==> src/rtl/mem2axi_if.sv <==
// mem2axi_if: memory-request bundle and single-beat AXI4 master bundle for mem2axi.
interface mem2axi_mem_if;
  logic        req_i;
  logic        gnt_o;
  logic        we_i;
  logic [31:0] addr_i;
  logic [7:0]  be_i;
  logic [63:0] data_i;
  logic        rvalid_o;
  logic [63:0] rdata_o;
  logic        err_o;
  modport slave (input req_i, we_i, addr_i, be_i, data_i, output gnt_o, rvalid_o, rdata_o, err_o);
  modport master (output req_i, we_i, addr_i, be_i, data_i, input gnt_o, rvalid_o, rdata_o, err_o);
endinterface

interface mem2axi_axi_if #(parameter int AXI_ID_WIDTH = 3);
  logic                    aw_valid_o;
  logic                    aw_ready_i;
  logic [AXI_ID_WIDTH-1:0] aw_id_o;
  logic [31:0]             aw_addr_o;
  logic [7:0]              aw_len_o;
  logic [2:0]              aw_size_o;
  logic [1:0]              aw_burst_o;
  logic                    w_valid_o;
  logic                    w_ready_i;
  logic [63:0]             w_data_o;
  logic [7:0]              w_strb_o;
  logic                    w_last_o;
  logic                    b_valid_i;
  logic                    b_ready_o;
  logic [AXI_ID_WIDTH-1:0] b_id_i;
  logic [1:0]              b_resp_i;
  logic                    ar_valid_o;
  logic                    ar_ready_i;
  logic [AXI_ID_WIDTH-1:0] ar_id_o;
  logic [31:0]             ar_addr_o;
  logic [7:0]              ar_len_o;
  logic [2:0]              ar_size_o;
  logic [1:0]              ar_burst_o;
  logic                    r_valid_i;
  logic                    r_ready_o;
  logic [AXI_ID_WIDTH-1:0] r_id_i;
  logic [63:0]             r_data_i;
  logic [1:0]              r_resp_i;
  logic                    r_last_i;
  modport master (
    output aw_valid_o, aw_id_o, aw_addr_o, aw_len_o, aw_size_o, aw_burst_o,
    output w_valid_o, w_data_o, w_strb_o, w_last_o, b_ready_o,
    output ar_valid_o, ar_id_o, ar_addr_o, ar_len_o, ar_size_o, ar_burst_o, r_ready_o,
    input  aw_ready_i, w_ready_i, b_valid_i, b_id_i, b_resp_i,
    input  ar_ready_i, r_valid_i, r_id_i, r_data_i, r_resp_i, r_last_i
  );
  modport slave (
    input  aw_valid_o, aw_id_o, aw_addr_o, aw_len_o, aw_size_o, aw_burst_o,
    input  w_valid_o, w_data_o, w_strb_o, w_last_o, b_ready_o,
    input  ar_valid_o, ar_id_o, ar_addr_o, ar_len_o, ar_size_o, ar_burst_o, r_ready_o,
    output aw_ready_i, w_ready_i, b_valid_i, b_id_i, b_resp_i,
    output ar_ready_i, r_valid_i, r_id_i, r_data_i, r_resp_i, r_last_i
  );
endinterface

==> src/rtl/mem2axi.sv <==
// mem2axi: bridges a one-outstanding memory request port onto single-beat 64-bit AXI4 transfers.
module mem2axi #(
  parameter int AXI_ID_WIDTH = 3,
  parameter int AXI_ID       = 0
) (
  input  logic          clk_i,
  input  logic          rst_ni,
  mem2axi_mem_if.slave  mem,
  mem2axi_axi_if.master axi
);
  localparam logic [AXI_ID_WIDTH-1:0] ID = AXI_ID_WIDTH'(AXI_ID);
  typedef enum logic [2:0] {IDLE, WADDR, WRESP, RADDR, RDATA} state_t;
  state_t state, state_nx;
  logic [31:3] addr_q;
  logic [7:0]  be_q;
  logic [63:0] data_q, rdata_q;
  logic        we_q, aw_done, w_done, bad_beat, rvalid_q, err_q;
  logic        gnt, aw_hs, w_hs, b_hs, r_hs, r_end, done, err_nx;
  assign gnt            = mem.req_i & rst_ni & (state == IDLE);
  assign mem.gnt_o      = gnt;
  assign mem.rvalid_o   = rvalid_q;
  assign mem.err_o      = err_q;
  assign mem.rdata_o    = rdata_q;
  assign axi.aw_valid_o = (state == WADDR) & ~aw_done;
  assign axi.w_valid_o  = (state == WADDR) & ~w_done;
  assign axi.b_ready_o  = state == WRESP;
  assign axi.ar_valid_o = state == RADDR;
  assign axi.r_ready_o  = state == RDATA;
  assign axi.aw_id_o    = ID;
  assign axi.ar_id_o    = ID;
  assign axi.aw_addr_o  = {addr_q, 3'b000};
  assign axi.ar_addr_o  = {addr_q, 3'b000};
  assign axi.aw_len_o   = 8'd0;
  assign axi.ar_len_o   = 8'd0;
  assign axi.aw_size_o  = 3'd3;
  assign axi.ar_size_o  = 3'd3;
  assign axi.aw_burst_o = 2'b01;
  assign axi.ar_burst_o = 2'b01;
  assign axi.w_data_o   = data_q;
  assign axi.w_strb_o   = be_q;
  assign axi.w_last_o   = 1'b1;
  assign aw_hs  = axi.aw_valid_o & axi.aw_ready_i;
  assign w_hs   = axi.w_valid_o & axi.w_ready_i;
  assign b_hs   = axi.b_ready_o & axi.b_valid_i;
  assign r_hs   = axi.r_ready_o & axi.r_valid_i;
  assign r_end  = r_hs & axi.r_last_i;
  assign done   = b_hs | r_end;
  // a stray non-last read beat taints the eventual completion
  assign err_nx = we_q ? ((axi.b_resp_i != 2'b00) | (axi.b_id_i != ID))
                       : ((axi.r_resp_i != 2'b00) | (axi.r_id_i != ID) | bad_beat);
  always_comb begin
    state_nx = state;
    case (state)
      IDLE:    state_nx = gnt ? (mem.we_i ? WADDR : RADDR) : IDLE;
      WADDR:   state_nx = ((aw_done | aw_hs) & (w_done | w_hs)) ? WRESP : WADDR;
      WRESP:   state_nx = axi.b_valid_i ? IDLE : WRESP;
      RADDR:   state_nx = axi.ar_ready_i ? RDATA : RADDR;
      RDATA:   state_nx = r_end ? IDLE : RDATA;
      default: state_nx = IDLE;
    endcase
  end
  always_ff @(posedge clk_i or negedge rst_ni) begin
    if (!rst_ni) begin
      state    <= IDLE;
      addr_q   <= '0;
      be_q     <= '0;
      data_q   <= '0;
      we_q     <= 1'b0;
      aw_done  <= 1'b0;
      w_done   <= 1'b0;
      bad_beat <= 1'b0;
      rvalid_q <= 1'b0;
      err_q    <= 1'b0;
      rdata_q  <= '0;
    end else begin
      state    <= state_nx;
      rvalid_q <= done;
      err_q    <= done & err_nx;
      if (gnt) begin
        addr_q   <= mem.addr_i[31:3];
        be_q     <= mem.be_i;
        data_q   <= mem.data_i;
        we_q     <= mem.we_i;
        aw_done  <= 1'b0;
        w_done   <= 1'b0;
        bad_beat <= 1'b0;
      end else begin
        aw_done  <= aw_done | aw_hs;
        w_done   <= w_done | w_hs;
        bad_beat <= bad_beat | (r_hs & ~axi.r_last_i);
      end
      if (r_end) rdata_q <= axi.r_data_i;
    end
  end
endmodule
==> src/flat_wrapper.sv <==
// flat-port wrapper written by rule: the top's interface ports become plain ports
module mem2axi_flat 
#(
  parameter int AXI_ID_WIDTH = 3,
  parameter int AXI_ID       = 0
)
  (clk_i, rst_ni, mem_req_i, mem_we_i, mem_addr_i, mem_be_i, mem_data_i, mem_gnt_o, mem_rvalid_o, mem_rdata_o, mem_err_o, axi_aw_valid_o, axi_aw_id_o, axi_aw_addr_o, axi_aw_len_o, axi_aw_size_o, axi_aw_burst_o, axi_w_valid_o, axi_w_data_o, axi_w_strb_o, axi_w_last_o, axi_b_ready_o, axi_ar_valid_o, axi_ar_id_o, axi_ar_addr_o, axi_ar_len_o, axi_ar_size_o, axi_ar_burst_o, axi_r_ready_o, axi_aw_ready_i, axi_w_ready_i, axi_b_valid_i, axi_b_id_i, axi_b_resp_i, axi_ar_ready_i, axi_r_valid_i, axi_r_id_i, axi_r_data_i, axi_r_resp_i, axi_r_last_i);
  mem2axi_mem_if mem_i ();
  mem2axi_axi_if #(.AXI_ID_WIDTH(AXI_ID_WIDTH)) axi_i ();
  input  logic clk_i;
  input  logic rst_ni;
  input wire logic [$bits(mem_i.req_i)-1:0] mem_req_i;
  input wire logic [$bits(mem_i.we_i)-1:0] mem_we_i;
  input wire logic [$bits(mem_i.addr_i)-1:0] mem_addr_i;
  input wire logic [$bits(mem_i.be_i)-1:0] mem_be_i;
  input wire logic [$bits(mem_i.data_i)-1:0] mem_data_i;
  output wire logic [$bits(mem_i.gnt_o)-1:0] mem_gnt_o;
  output wire logic [$bits(mem_i.rvalid_o)-1:0] mem_rvalid_o;
  output wire logic [$bits(mem_i.rdata_o)-1:0] mem_rdata_o;
  output wire logic [$bits(mem_i.err_o)-1:0] mem_err_o;
  output wire logic [$bits(axi_i.aw_valid_o)-1:0] axi_aw_valid_o;
  output wire logic [$bits(axi_i.aw_id_o)-1:0] axi_aw_id_o;
  output wire logic [$bits(axi_i.aw_addr_o)-1:0] axi_aw_addr_o;
  output wire logic [$bits(axi_i.aw_len_o)-1:0] axi_aw_len_o;
  output wire logic [$bits(axi_i.aw_size_o)-1:0] axi_aw_size_o;
  output wire logic [$bits(axi_i.aw_burst_o)-1:0] axi_aw_burst_o;
  output wire logic [$bits(axi_i.w_valid_o)-1:0] axi_w_valid_o;
  output wire logic [$bits(axi_i.w_data_o)-1:0] axi_w_data_o;
  output wire logic [$bits(axi_i.w_strb_o)-1:0] axi_w_strb_o;
  output wire logic [$bits(axi_i.w_last_o)-1:0] axi_w_last_o;
  output wire logic [$bits(axi_i.b_ready_o)-1:0] axi_b_ready_o;
  output wire logic [$bits(axi_i.ar_valid_o)-1:0] axi_ar_valid_o;
  output wire logic [$bits(axi_i.ar_id_o)-1:0] axi_ar_id_o;
  output wire logic [$bits(axi_i.ar_addr_o)-1:0] axi_ar_addr_o;
  output wire logic [$bits(axi_i.ar_len_o)-1:0] axi_ar_len_o;
  output wire logic [$bits(axi_i.ar_size_o)-1:0] axi_ar_size_o;
  output wire logic [$bits(axi_i.ar_burst_o)-1:0] axi_ar_burst_o;
  output wire logic [$bits(axi_i.r_ready_o)-1:0] axi_r_ready_o;
  input wire logic [$bits(axi_i.aw_ready_i)-1:0] axi_aw_ready_i;
  input wire logic [$bits(axi_i.w_ready_i)-1:0] axi_w_ready_i;
  input wire logic [$bits(axi_i.b_valid_i)-1:0] axi_b_valid_i;
  input wire logic [$bits(axi_i.b_id_i)-1:0] axi_b_id_i;
  input wire logic [$bits(axi_i.b_resp_i)-1:0] axi_b_resp_i;
  input wire logic [$bits(axi_i.ar_ready_i)-1:0] axi_ar_ready_i;
  input wire logic [$bits(axi_i.r_valid_i)-1:0] axi_r_valid_i;
  input wire logic [$bits(axi_i.r_id_i)-1:0] axi_r_id_i;
  input wire logic [$bits(axi_i.r_data_i)-1:0] axi_r_data_i;
  input wire logic [$bits(axi_i.r_resp_i)-1:0] axi_r_resp_i;
  input wire logic [$bits(axi_i.r_last_i)-1:0] axi_r_last_i;
  assign mem_i.req_i = mem_req_i;
  assign mem_i.we_i = mem_we_i;
  assign mem_i.addr_i = mem_addr_i;
  assign mem_i.be_i = mem_be_i;
  assign mem_i.data_i = mem_data_i;
  assign mem_gnt_o = mem_i.gnt_o;
  assign mem_rvalid_o = mem_i.rvalid_o;
  assign mem_rdata_o = mem_i.rdata_o;
  assign mem_err_o = mem_i.err_o;
  assign axi_aw_valid_o = axi_i.aw_valid_o;
  assign axi_aw_id_o = axi_i.aw_id_o;
  assign axi_aw_addr_o = axi_i.aw_addr_o;
  assign axi_aw_len_o = axi_i.aw_len_o;
  assign axi_aw_size_o = axi_i.aw_size_o;
  assign axi_aw_burst_o = axi_i.aw_burst_o;
  assign axi_w_valid_o = axi_i.w_valid_o;
  assign axi_w_data_o = axi_i.w_data_o;
  assign axi_w_strb_o = axi_i.w_strb_o;
  assign axi_w_last_o = axi_i.w_last_o;
  assign axi_b_ready_o = axi_i.b_ready_o;
  assign axi_ar_valid_o = axi_i.ar_valid_o;
  assign axi_ar_id_o = axi_i.ar_id_o;
  assign axi_ar_addr_o = axi_i.ar_addr_o;
  assign axi_ar_len_o = axi_i.ar_len_o;
  assign axi_ar_size_o = axi_i.ar_size_o;
  assign axi_ar_burst_o = axi_i.ar_burst_o;
  assign axi_r_ready_o = axi_i.r_ready_o;
  assign axi_i.aw_ready_i = axi_aw_ready_i;
  assign axi_i.w_ready_i = axi_w_ready_i;
  assign axi_i.b_valid_i = axi_b_valid_i;
  assign axi_i.b_id_i = axi_b_id_i;
  assign axi_i.b_resp_i = axi_b_resp_i;
  assign axi_i.ar_ready_i = axi_ar_ready_i;
  assign axi_i.r_valid_i = axi_r_valid_i;
  assign axi_i.r_id_i = axi_r_id_i;
  assign axi_i.r_data_i = axi_r_data_i;
  assign axi_i.r_resp_i = axi_r_resp_i;
  assign axi_i.r_last_i = axi_r_last_i;
  mem2axi #(.AXI_ID_WIDTH(AXI_ID_WIDTH), .AXI_ID(AXI_ID)) u_core (.clk_i(clk_i), .rst_ni(rst_ni), .mem(mem_i), .axi(axi_i));
endmodule
==> config.mk <==
export PLATFORM = sky130hd
export DESIGN_NAME = mem2axi_flat
export DESIGN_NICKNAME = d
export VERILOG_FILES = /design/src/rtl/mem2axi_if.sv /design/src/rtl/mem2axi.sv /design/src/flat_wrapper.sv
export SDC_FILE = /design/constraint.sdc
export NUM_CORES = 1
export LEC_CHECK = 0
export BUFFER_PORTS_ARGS = -buffer_cell sky130_fd_sc_hd__buf_2
export CORE_AREA = 2 2 169 171
export CTS_CLUSTER_SIZE = 30
export DETAILED_ROUTE_END_ITERATION = 10
export DIE_AREA = 0 0 171 173
export PLACE_DENSITY = 0.51
export REMOVE_ABC_BUFFERS = 1
export SYNTH_ARGS = -nofsm -noshare
export SYNTH_HDL_FRONTEND = slang
export SYNTH_SLANG_ARGS = --single-unit
==> constraint.sdc <==
create_clock -name clk_i -period 5.4 [get_ports clk_i]
set_input_delay 0.81 -clock clk_i [delete_from_list [all_inputs] [get_ports clk_i]]
set_output_delay 0.81 -clock clk_i [all_outputs]
set_load 0.02 [all_outputs]
==> flow_summary.rst, run 1 <==
.. list-table::
   :header-rows: 1

   * - Metric
     - Value
   * - Critical path launch point type
     - input port
   * - Total Negative Setup Slacks
     - 0 ns
   * - Crit-path max FO
     - 56
   * - Layout area overhead
     - 34.8%
   * - Fraction of the mapped netlist area in compound gates
     - 0.912%
   * - Maximum number of pins on one net before global-route repair
     - 74
   * - Post-synthesis xor/xnor area fraction
     - 0%
   * - Post-synthesis instance area
     - 0.00713 mm^2
   * - Final layout net count
     - 1012
   * - Yosys warnings
     - 0
   * - Wire length reported by the detailed router
     - 18000 um
   * - Endpoints failing setup
     - 0
   * - Most used DFF post-synth
     - sky130_fd_sc_hd__dfrtp_1
   * - Combinational family with the most area after synthesis
     - multiplexers
   * - Endpoint of the worst setup timing path
     - mem_gnt_o
   * - Part of the power in registers
     - 37.4%
   * - Static Leak
     - 5.02 nW
   * - Total number of H-tree levels
     - 4
   * - Number of flops mapped to enable cells by yosys
     - 0
   * - Worst slack on hold paths
     - 0.283 ns
   * - Capture point of the worst reg-to-reg path
     - u_core.mem.rdata_o[41]
   * - Maximum achievable frequency
     - 297 MHz
   * - Internal power summed over all cells
     - 0.00341 W
   * - Final core area utilization
     - 34.8%
   * - Remaining max-slew budget at the tightest pin
     - 35.7%
   * - Number of clock sinks
     - 174
   * - Flop and latch count out of synthesis
     - 174
   * - Arr. time, crit path
     - 2.56 ns
   * - Peak supply drop
     - 0.000246 V
   * - Die outline height
     - 173 um
   * - DRT iter0 DRCs
     - 160
   * - Antenna violations before repair
     - 1
   * - Number of library cell types mapped by synthesis
     - 31
   * - CTS buffer count
     - 17
   * - Sequential cell area fraction in the yosys report
     - 61.0%
   * - Power density over cell area
     - 589 mW/mm^2
   * - Num ports
     - 429
   * - Synthesized-area fraction occupied by and/or/nand/nor cells
     - 1.91%
   * - Cells after Synth
     - 463
   * - Clk pwr share
     - 21.3%
   * - Async S/R FF share, synth
     - 100%
   * - Share of total power consumed by net switching
     - 39.9%
   * - Total power of the final layout
     - 0.00567 W
   * - Maximum root-to-sink buffer count
     - 2
   * - Period minus WS final
     - 3.37 ns
   * - Area share of the largest cell type after synthesis
     - 61.0%
   * - Fraction of layout instances using a drive strength above 1
     - 66.8%
   * - Via density per instance
     - 3.97
   * - Mapped Avg Cell Area
     - 15.4 um^2
   * - Run status
     - finished, final reports clean
   * - Effective utilization at floorplan
     - 25.8%
   * - Detail Placement HPWL
     - 13600 um
   * - Total number of vias
     - 4831
   * - Final-layout fill cell count
     - 2840
   * - Least-Margin Pin Slew
     - 0.965 ns
   * - Quantity of hold-fixing buffers added after cts
     - 0
   * - Placer's final routability congestion estimate
     - 0.733
   * - Top cells by count, synth
     - 174 x sky130_fd_sc_hd__dfrtp_1, 131 x sky130_fd_sc_hd__mux2_2, 80 x sky130_fd_sc_hd__buf_4, 35 x sky130_fd_sc_hd__mux2_1
   * - Final Hold Fails
     - 0
   * - CTS resizes
     - 0
   * - Post-route clock period utilization
     - 62.4%
   * - Critical path origin
     - rst_ni
   * - Final slew viol count
     - 0
   * - Post-detailed-placement cell area
     - 0.00904 mm^2
   * - Reg2reg path depth
     - 4
   * - Total gr overflow
     - 0
   * - Hold WC Path Type
     - in -> async
   * - Chip width
     - 171 um
   * - Most frequent cell after synthesis
     - sky130_fd_sc_hd__dfrtp_1
   * - Root Buffer
     - sky130_fd_sc_hd__clkbuf_16
   * - Post-route antenna net violation count
     - 0
   * - Type of the setup path with the least slack
     - in -> out
   * - Power spent charging and discharging nets
     - 0.00226 W
   * - Worst-case register-to-register setup slack
     - 2.74 ns
   * - Cell types occupying the most area after synthesis
     - sky130_fd_sc_hd__dfrtp_1 61%, sky130_fd_sc_hd__mux2_2 21%, sky130_fd_sc_hd__buf_4 8.4%
   * - Total of buffers placed on input and output ports
     - 386
   * - Area of the die
     - 0.0296 mm^2
   * - Design Area, Final
     - 0.00962 mm^2
   * - Fraction of synthesized area in multiplexers
     - 26.3%
   * - Worst flop-to-flop path startpoint
     - u_core.state[0]
   * - RSZ-0062 raised after global routing
     - no
   * - Combinational fraction of design power
     - 41.4%
   * - Max cap viols
     - 0
   * - Post-CTS setup buffer count
     - 0
   * - DRC violation count after routing
     - 0
   * - Capturing element type of the critical path
     - output port
   * - Clock tree from TritonCTS
     - yes
   * - First-pass GRT wire length
     - 27700 um
   * - Clock slew at reported path FFs
     - 0.08 ns
   * - Via count of the first global-routing pass
     - 4898
   * - Final worst clock skew
     - 0.0166 ns
   * - Routed length per placed instance
     - 14.8 um
   * - Length of the first detailed-routing pass in iterations
     - 4
   * - Post-Synth Adder-Cell Area
     - 0%
   * - Cell type with the largest total area after synthesis
     - sky130_fd_sc_hd__dfrtp_1
   * - Floorplan row count
     - 61
   * - Overall Global Routing Usage
     - 12.1%
   * - Clock Latency Late Sink
     - 0.42 ns
   * - CP Data Required Time
     - 4.59 ns
   * - Floorplan core area
     - 0.0276 mm^2
cell usage in the layout (no fill, tap or decap), drive strengths merged:
| cell type | n |
|---|---|
| buf | 391 |
| dfrtp | 174 |
| mux2 | 166 |
| conb | 39 |
| clkbuf | 20 |
| inv | 13 |
| nor2 | 5 |
| nand2 | 4 |
| a21oi | 3 |
| nor2b | 2 |
| nor3b | 2 |
| diode | 1 |
| and2 | 1 |
| or4 | 1 |
| or3b | 1 |
| o22ai | 1 |
| mux2i | 1 |
| o221ai | 1 |
| a221o | 1 |
| a22o | 1 |
| nand3b | 1 |
| nand4b | 1 |
| or4b | 1 |
| nor4 | 1 |
| nor3 | 1 |
| o311a | 1 |
| a31oi | 1 |
| and3 | 1 |
| clkinvlp | 1 |
| clkinv | 1 |
final cells by class:
cell class              instances  area [um^2]  share of cell area, %
diodes                          1         2.50                 0.0260
multi-input cells             237         2230                   23.2
inverters                       3         13.8                  0.143
well taps                     378          473                   4.92
clock buffers                  20          457                   4.75
repair buffers                391         1980                   20.5
clock inverters                12          114                   1.18
flip-flops and latches        174         4350                   45.3
power by group through the flow:
stage	clock [W]	sequential, W	combinational (W)
6_report	0.00121	0.00212	0.00234
5_1_grt	0.00132	0.00221	0.00250
4_1_cts	0.00125	0.00213	0.00239
3_5_place_dp	0	0.00214	0.00239
3_3_place_gp	0	0.00212	0.00238
2_1_floorplan	0	0.00292	0.000665
registers in the layout (all words and copies together), names as in the netlist:
signal               cells
u_core.bad_beat          1
u_core.mem.rdata_o      64
u_core.we_q              1
u_core.w_done            1
u_core.axi.w_strb_o      8
u_core.state             3
u_core.aw_done           1
u_core.mem.rvalid_o      1
u_core.mem.err_o         1
u_core.addr_q           29
u_core.axi.w_data_o     64
layer usage:
| layer | global-route usage (%) | wire length [um] | part of all wire, % |
|---|---|---|---|
| met5 | 0 | 0 | 0 |
| met4 | 4.24 | 319 | 1.8 |
| met3 | 3.78 | 1340 | 7.4 |
| met2 | 20.7 | 9340 | 52 |
| met1 | 14.1 | 7050 | 39 |
worst min path at each step:
stage          slack [ns]  cells after the start                       to
2_1_floorplan        0.46                      2          u_core.bad_beat
3_3_place_gp         0.46                      1  u_core.axi.w_data_o[58]
3_5_place_dp         0.47                      1  u_core.axi.w_data_o[34]
4_1_cts              0.29                      1    u_core.mem.rdata_o[2]
5_1_grt              0.30                      1    u_core.mem.rdata_o[2]
6_report             0.28                      1   u_core.mem.rdata_o[19]
logic make-up after synthesis:
group | after synthesis
multiplexers | 167
AO/OA/AOI/OAI | 9
other | 2
buffers and inverters | 89
flip-flops | 174
AND/OR/NAND/NOR | 22
worst max-delay path: stages:
cell and delay, ns:
sky130_fd_sc_hd__buf_6 0.31, sky130_fd_sc_hd__nand2_1 0.10, sky130_fd_sc_hd__or4_4 0.48, sky130_fd_sc_hd__inv_4 0.53, sky130_fd_sc_hd__buf_2 0.29
per-stage QoR:
step / setup slack (ns) / std cells
6_report: 2.03 / 1216
2_1_floorplan: 2.11 / 414
4_1_cts: 1.93 / 1215
3_5_place_dp: 1.95 / 1183
3_3_place_gp: 1.94 / 1183
5_1_grt: 1.87 / 1216
No activity file was read; power rests on OpenSTA's default activity.
==> run 2, diff against run 1 <==
Settings changed: ABC_AREA set to 1, PLACE_DENSITY 0.51 to 0.54.
Clock period 5.4 ns to 3 ns, I/O delays scaled along.
==> run 2 against run 1 <==
Critical path depth unchanged. Flip-flop and latch count unchanged. Count of clock-buffer cells in the layout decreased by 1. Critical path type unchanged. Sequential power increased by 88%. Largest power group unchanged. Global-route usage increased by 2.1 points. Clock skew decreased by 0.0094 ns.
==> flow_summary.rst, run 2 <==
.. list-table::
   :header-rows: 1

   * - Metric
     - Value
   * - Arr. time, crit path
     - 1.92 ns (-0.64 ns)
   * - Yosys warnings
     - 0 (unchanged)
   * - Static Leak
     - 5.90 nW (+18%)
   * - First-pass GRT wire length
     - 32400 um (+17%)
   * - Sequential cell area fraction in the yosys report
     - 60.1% (-0.96 points)
   * - Routed length per placed instance
     - 13.7 um (-7.8%)
   * - Length of the first detailed-routing pass in iterations
     - 4 (unchanged)
   * - Placer's final routability congestion estimate
     - 0.748 (+2.1%)
   * - Final antenna diode count
     - 0 (-1)
   * - Crit-path cells
     - dlygate4sd3_1 > clkbuf_8 > nand4_4 > inv_4 > buf_2
   * - Mapped Avg Cell Area
     - 8.72 um^2 (-43%)
   * - Total Negative Setup Slacks
     - 0 ns (unchanged)
   * - Clk pwr share
     - 21.0% (-0.3 points)
   * - Final Hold Fails
     - 0 (unchanged)
   * - Met2 track utilization from global routing
     - 24.7% (+4.0 points)
   * - Leading cell type in the layout, fill and taps excluded
     - sky130_fd_sc_hd__buf_2
   * - Number of clock sinks
     - 174 (unchanged)
   * - Combinational fraction of design power
     - 41.4% (about the same)
   * - Cell with the biggest individual delay on the critical path
     - sky130_fd_sc_hd__dlygate4sd3_1
   * - Most frequent cell after synthesis
     - sky130_fd_sc_hd__nand2_1
   * - Post-route antenna net violation count
     - 0 (unchanged)
   * - Floorplan row count
     - 61 (unchanged)
   * - Total number of vias
     - 6128 (+27%)
   * - Cell type with the largest total area after synthesis
     - sky130_fd_sc_hd__dfrtp_1
   * - Least-Margin Pin Slew
     - 0.968 ns (+0.00370 ns)
   * - Final-layout fill cell count
     - 2962 (+4.3%)
   * - Wire length reported by the detailed router
     - 21500 um (+19%)
   * - Chip width
     - 171 um (unchanged)
   * - Hold WC Path Type
     - in -> reg
   * - Flop and latch count out of synthesis
     - 174 (unchanged)
   * - Die outline height
     - 173 um (unchanged)
   * - Maximum number of pins on one net before global-route repair
     - 131 (+77%)
   * - Type of the setup path with the least slack
     - in -> out
   * - Part of the power in registers
     - 37.6% (+0.2 points)
   * - Layout area overhead
     - 35.1%
   * - Clock Latency Late Sink
     - 0.43 ns (about the same)
   * - Cell types occupying the most area after synthesis
     - sky130_fd_sc_hd__dfrtp_1 60%, sky130_fd_sc_hd__nand2_1 20%, sky130_fd_sc_hd__buf_4 7.7%
   * - Top library cells by usage in the layout, fill and taps aside
     - 385 x sky130_fd_sc_hd__buf_2, 380 x sky130_fd_sc_hd__nand2_1, 174 x sky130_fd_sc_hd__dfrtp_1, 74 x sky130_fd_sc_hd__inv_1, 66 x sky130_fd_sc_hd__o21ai_0
   * - Power spent charging and discharging nets
     - 0.00456 W (+100%)
   * - Clock tree from TritonCTS
     - yes
   * - Final layout net count
     - 1365 (+35%)
   * - Top cells by count, synth
     - 380 x sky130_fd_sc_hd__nand2_1, 174 x sky130_fd_sc_hd__dfrtp_1, 74 x sky130_fd_sc_hd__buf_4, 74 x sky130_fd_sc_hd__inv_1, 66 x sky130_fd_sc_hd__o21ai_0
   * - Internal power summed over all cells
     - 0.00601 W (+77%)
   * - DRC violation count after routing
     - 0 (unchanged)
   * - Maximum root-to-sink buffer count
     - 2 (unchanged)
   * - Remaining max-slew budget at the tightest pin
     - 35.4% (-0.25 points)
   * - Power density over cell area
     - 1080 mW/mm^2 (+83%)
   * - Area share of the largest cell type after synthesis
     - 60.1% (-0.96 points)
   * - Num ports
     - 429 (unchanged)
   * - DRT iter0 DRCs
     - 280 (+75%)
   * - Final slew viol count
     - 0 (unchanged)
   * - Via count of the first global-routing pass
     - 5898 (+20%)
   * - GRT met3 Usage
     - 4.30% (+0.53 points)
   * - Maximum achievable frequency
     - 422 MHz
   * - Most used DFF post-synth
     - sky130_fd_sc_hd__dfrtp_1
   * - Total number of H-tree levels
     - 4 (unchanged)
   * - Cells after Synth
     - 831 (+79%)
   * - Effective utilization at floorplan
     - 26.2% (+0.41 points)
   * - Async S/R FF share, synth
     - 100% (unchanged)
   * - Post-synthesis instance area
     - 0.00725 mm^2 (+1.6%)
   * - Fraction of layout instances using a drive strength above 1
     - 35.9% (-31 points)
   * - Total of buffers placed on input and output ports
     - 386 (unchanged)
   * - Capturing element type of the critical path
     - output port
   * - Number of library cell types mapped by synthesis
     - 18 (-42%)
   * - Post-route clock period utilization
     - 78.9%
   * - Critical path launch point type
     - input port
   * - Final worst clock skew
     - 0.00719 ns (-0.00938 ns)
   * - Most Used Layer, Global Route
     - met2
   * - Grt met1 use
     - 16.6% (+2.5 points)
   * - RSZ-0062 raised after global routing
     - no
   * - Area of the die
     - 0.0296 mm^2 (unchanged)
   * - Number of flops mapped to enable cells by yosys
     - 0 (unchanged)
   * - Antenna violations before repair
     - 1 (unchanged)
   * - Clock slew at reported path FFs
     - 0.07 ns (about the same)
   * - Via density per instance
     - 3.91 (-1.6%)
   * - Total power of the final layout
     - 0.0106 W (+87%)
   * - Detail Placement HPWL
     - 15700 um (+15%)
   * - CTS buffer count
     - 17 (unchanged)
   * - Critical Path Max Stage Delay
     - 0.54 ns (about the same)
   * - Endpoints failing setup
     - 0 (unchanged)
   * - Overall Global Routing Usage
     - 14.2% (+2.1 points)
   * - Floorplan core area
     - 0.0276 mm^2 (unchanged)
   * - CP Data Required Time
     - 2.55 ns (-2.04 ns)
   * - Crit-path max FO
     - 23 (-59%)
   * - Run status
     - finished, final reports clean
   * - Share of total power consumed by net switching
     - 43.1% (+3.3 points)
   * - Root Buffer
     - sky130_fd_sc_hd__clkbuf_16
   * - Period minus WS final
     - 2.37 ns
   * - Max cap viols
     - 0 (unchanged)
   * - Total gr overflow
     - 0 (unchanged)
   * - Peak supply drop
     - 0.000326 V (+33%)
==> run 2: cell types whose count changed after synthesis, moves of 6 or more <==
cell,delta
sky130_fd_sc_hd__nand2_1,+376
sky130_fd_sc_hd__mux2_2,-131
sky130_fd_sc_hd__inv_1,+72
sky130_fd_sc_hd__o21ai_0,+66
sky130_fd_sc_hd__mux2_1,-35
sky130_fd_sc_hd__buf_2,+19
sky130_fd_sc_hd__clkbuf_1,+10
sky130_fd_sc_hd__nor2_1,+7
sky130_fd_sc_hd__buf_4,-6
==> run 2: critical path, delay by kind of cell <==
kind / cells / cell delay [ns]
buf+inv: 4 / 1.13
simple gates: 1 / 0.32
==> run 2: cell type report <==
class	instances	area (um^2)	area share [%]
sequential	174	4350	44.5
multi-input combinational	514	2060	21.1
timing repair buffer	394	2040	20.8
tap	378	473	4.83
clock buffer	19	433	4.42
inverter	76	288	2.94
clock inverter	13	139	1.42
==> run 2: metal layers <==
metal,wire length [um],part of all wire (%)
met1,8850,41
met5,13,0.061
met3,1690,7.9
met4,312,1.5
met2,10600,49
==> run 2: final timing paths <==
kind / start / to / slack [ns] / cells after the start
setup / recovery: rst_ni / mem_gnt_o / 0.63 / 5
hold / removal: mem_data_i[36] / u_core.axi.w_data_o[36] / 0.21 / 3
setup reg to reg: u_core.state[0] / u_core.axi.w_strb_o[1] / 1.08 / 6
hold reg to reg: u_core.axi.w_data_o[12] / u_core.axi.w_data_o[12] / 0.47 / 2
max in group asynchronous: rst_ni / u_core.axi.w_data_o[48] / 1.18 / 4
min in group asynchronous: rst_ni / u_core.mem.rdata_o[19] / 0.44 / 2
==> run 2: power groups by stage <==
stage / clock network [W] / registers (W) / logic, W
detailed placement: 0 / 0.00401 / 0.00446
global route: 0.00243 / 0.00412 / 0.00481
CTS: 0.00231 / 0.00399 / 0.00446
global placement: 0 / 0.00397 / 0.00443
floorplan: 0 / 0.00544 / 0.00114
finish: 0.00223 / 0.00398 / 0.00438
==> run 2: logic make-up after synthesis <==
group,share of synthesized area (%)
flops,60.1
simple gates,21.5
compound gates,4.80
other cells,0.104
buf+inv,13.5
==> run 2: repair_timing <==
item,in CTS,in global routing
setup buffers,0,0
resized for setup,0,0
setup endpoints to repair,0,0
hold buffers,1,0
hold endpoints to repair,20,0
==> run 2: per-stage QoR <==
stage	instances	area, um^2	hold slack (ns)	setup WS [ns]	util [%]
global route	1568	9790	0.197	0.526	35.4
finish	1568	9790	0.212	0.632	35.4
floorplan	764	6690	0.154	-0.894	-
global placement	1535	9210	0.339	0.994	33.3
detailed placement	1535	9210	0.336	0.988	33.3
CTS	1568	9790	0.185	0.588	35.4
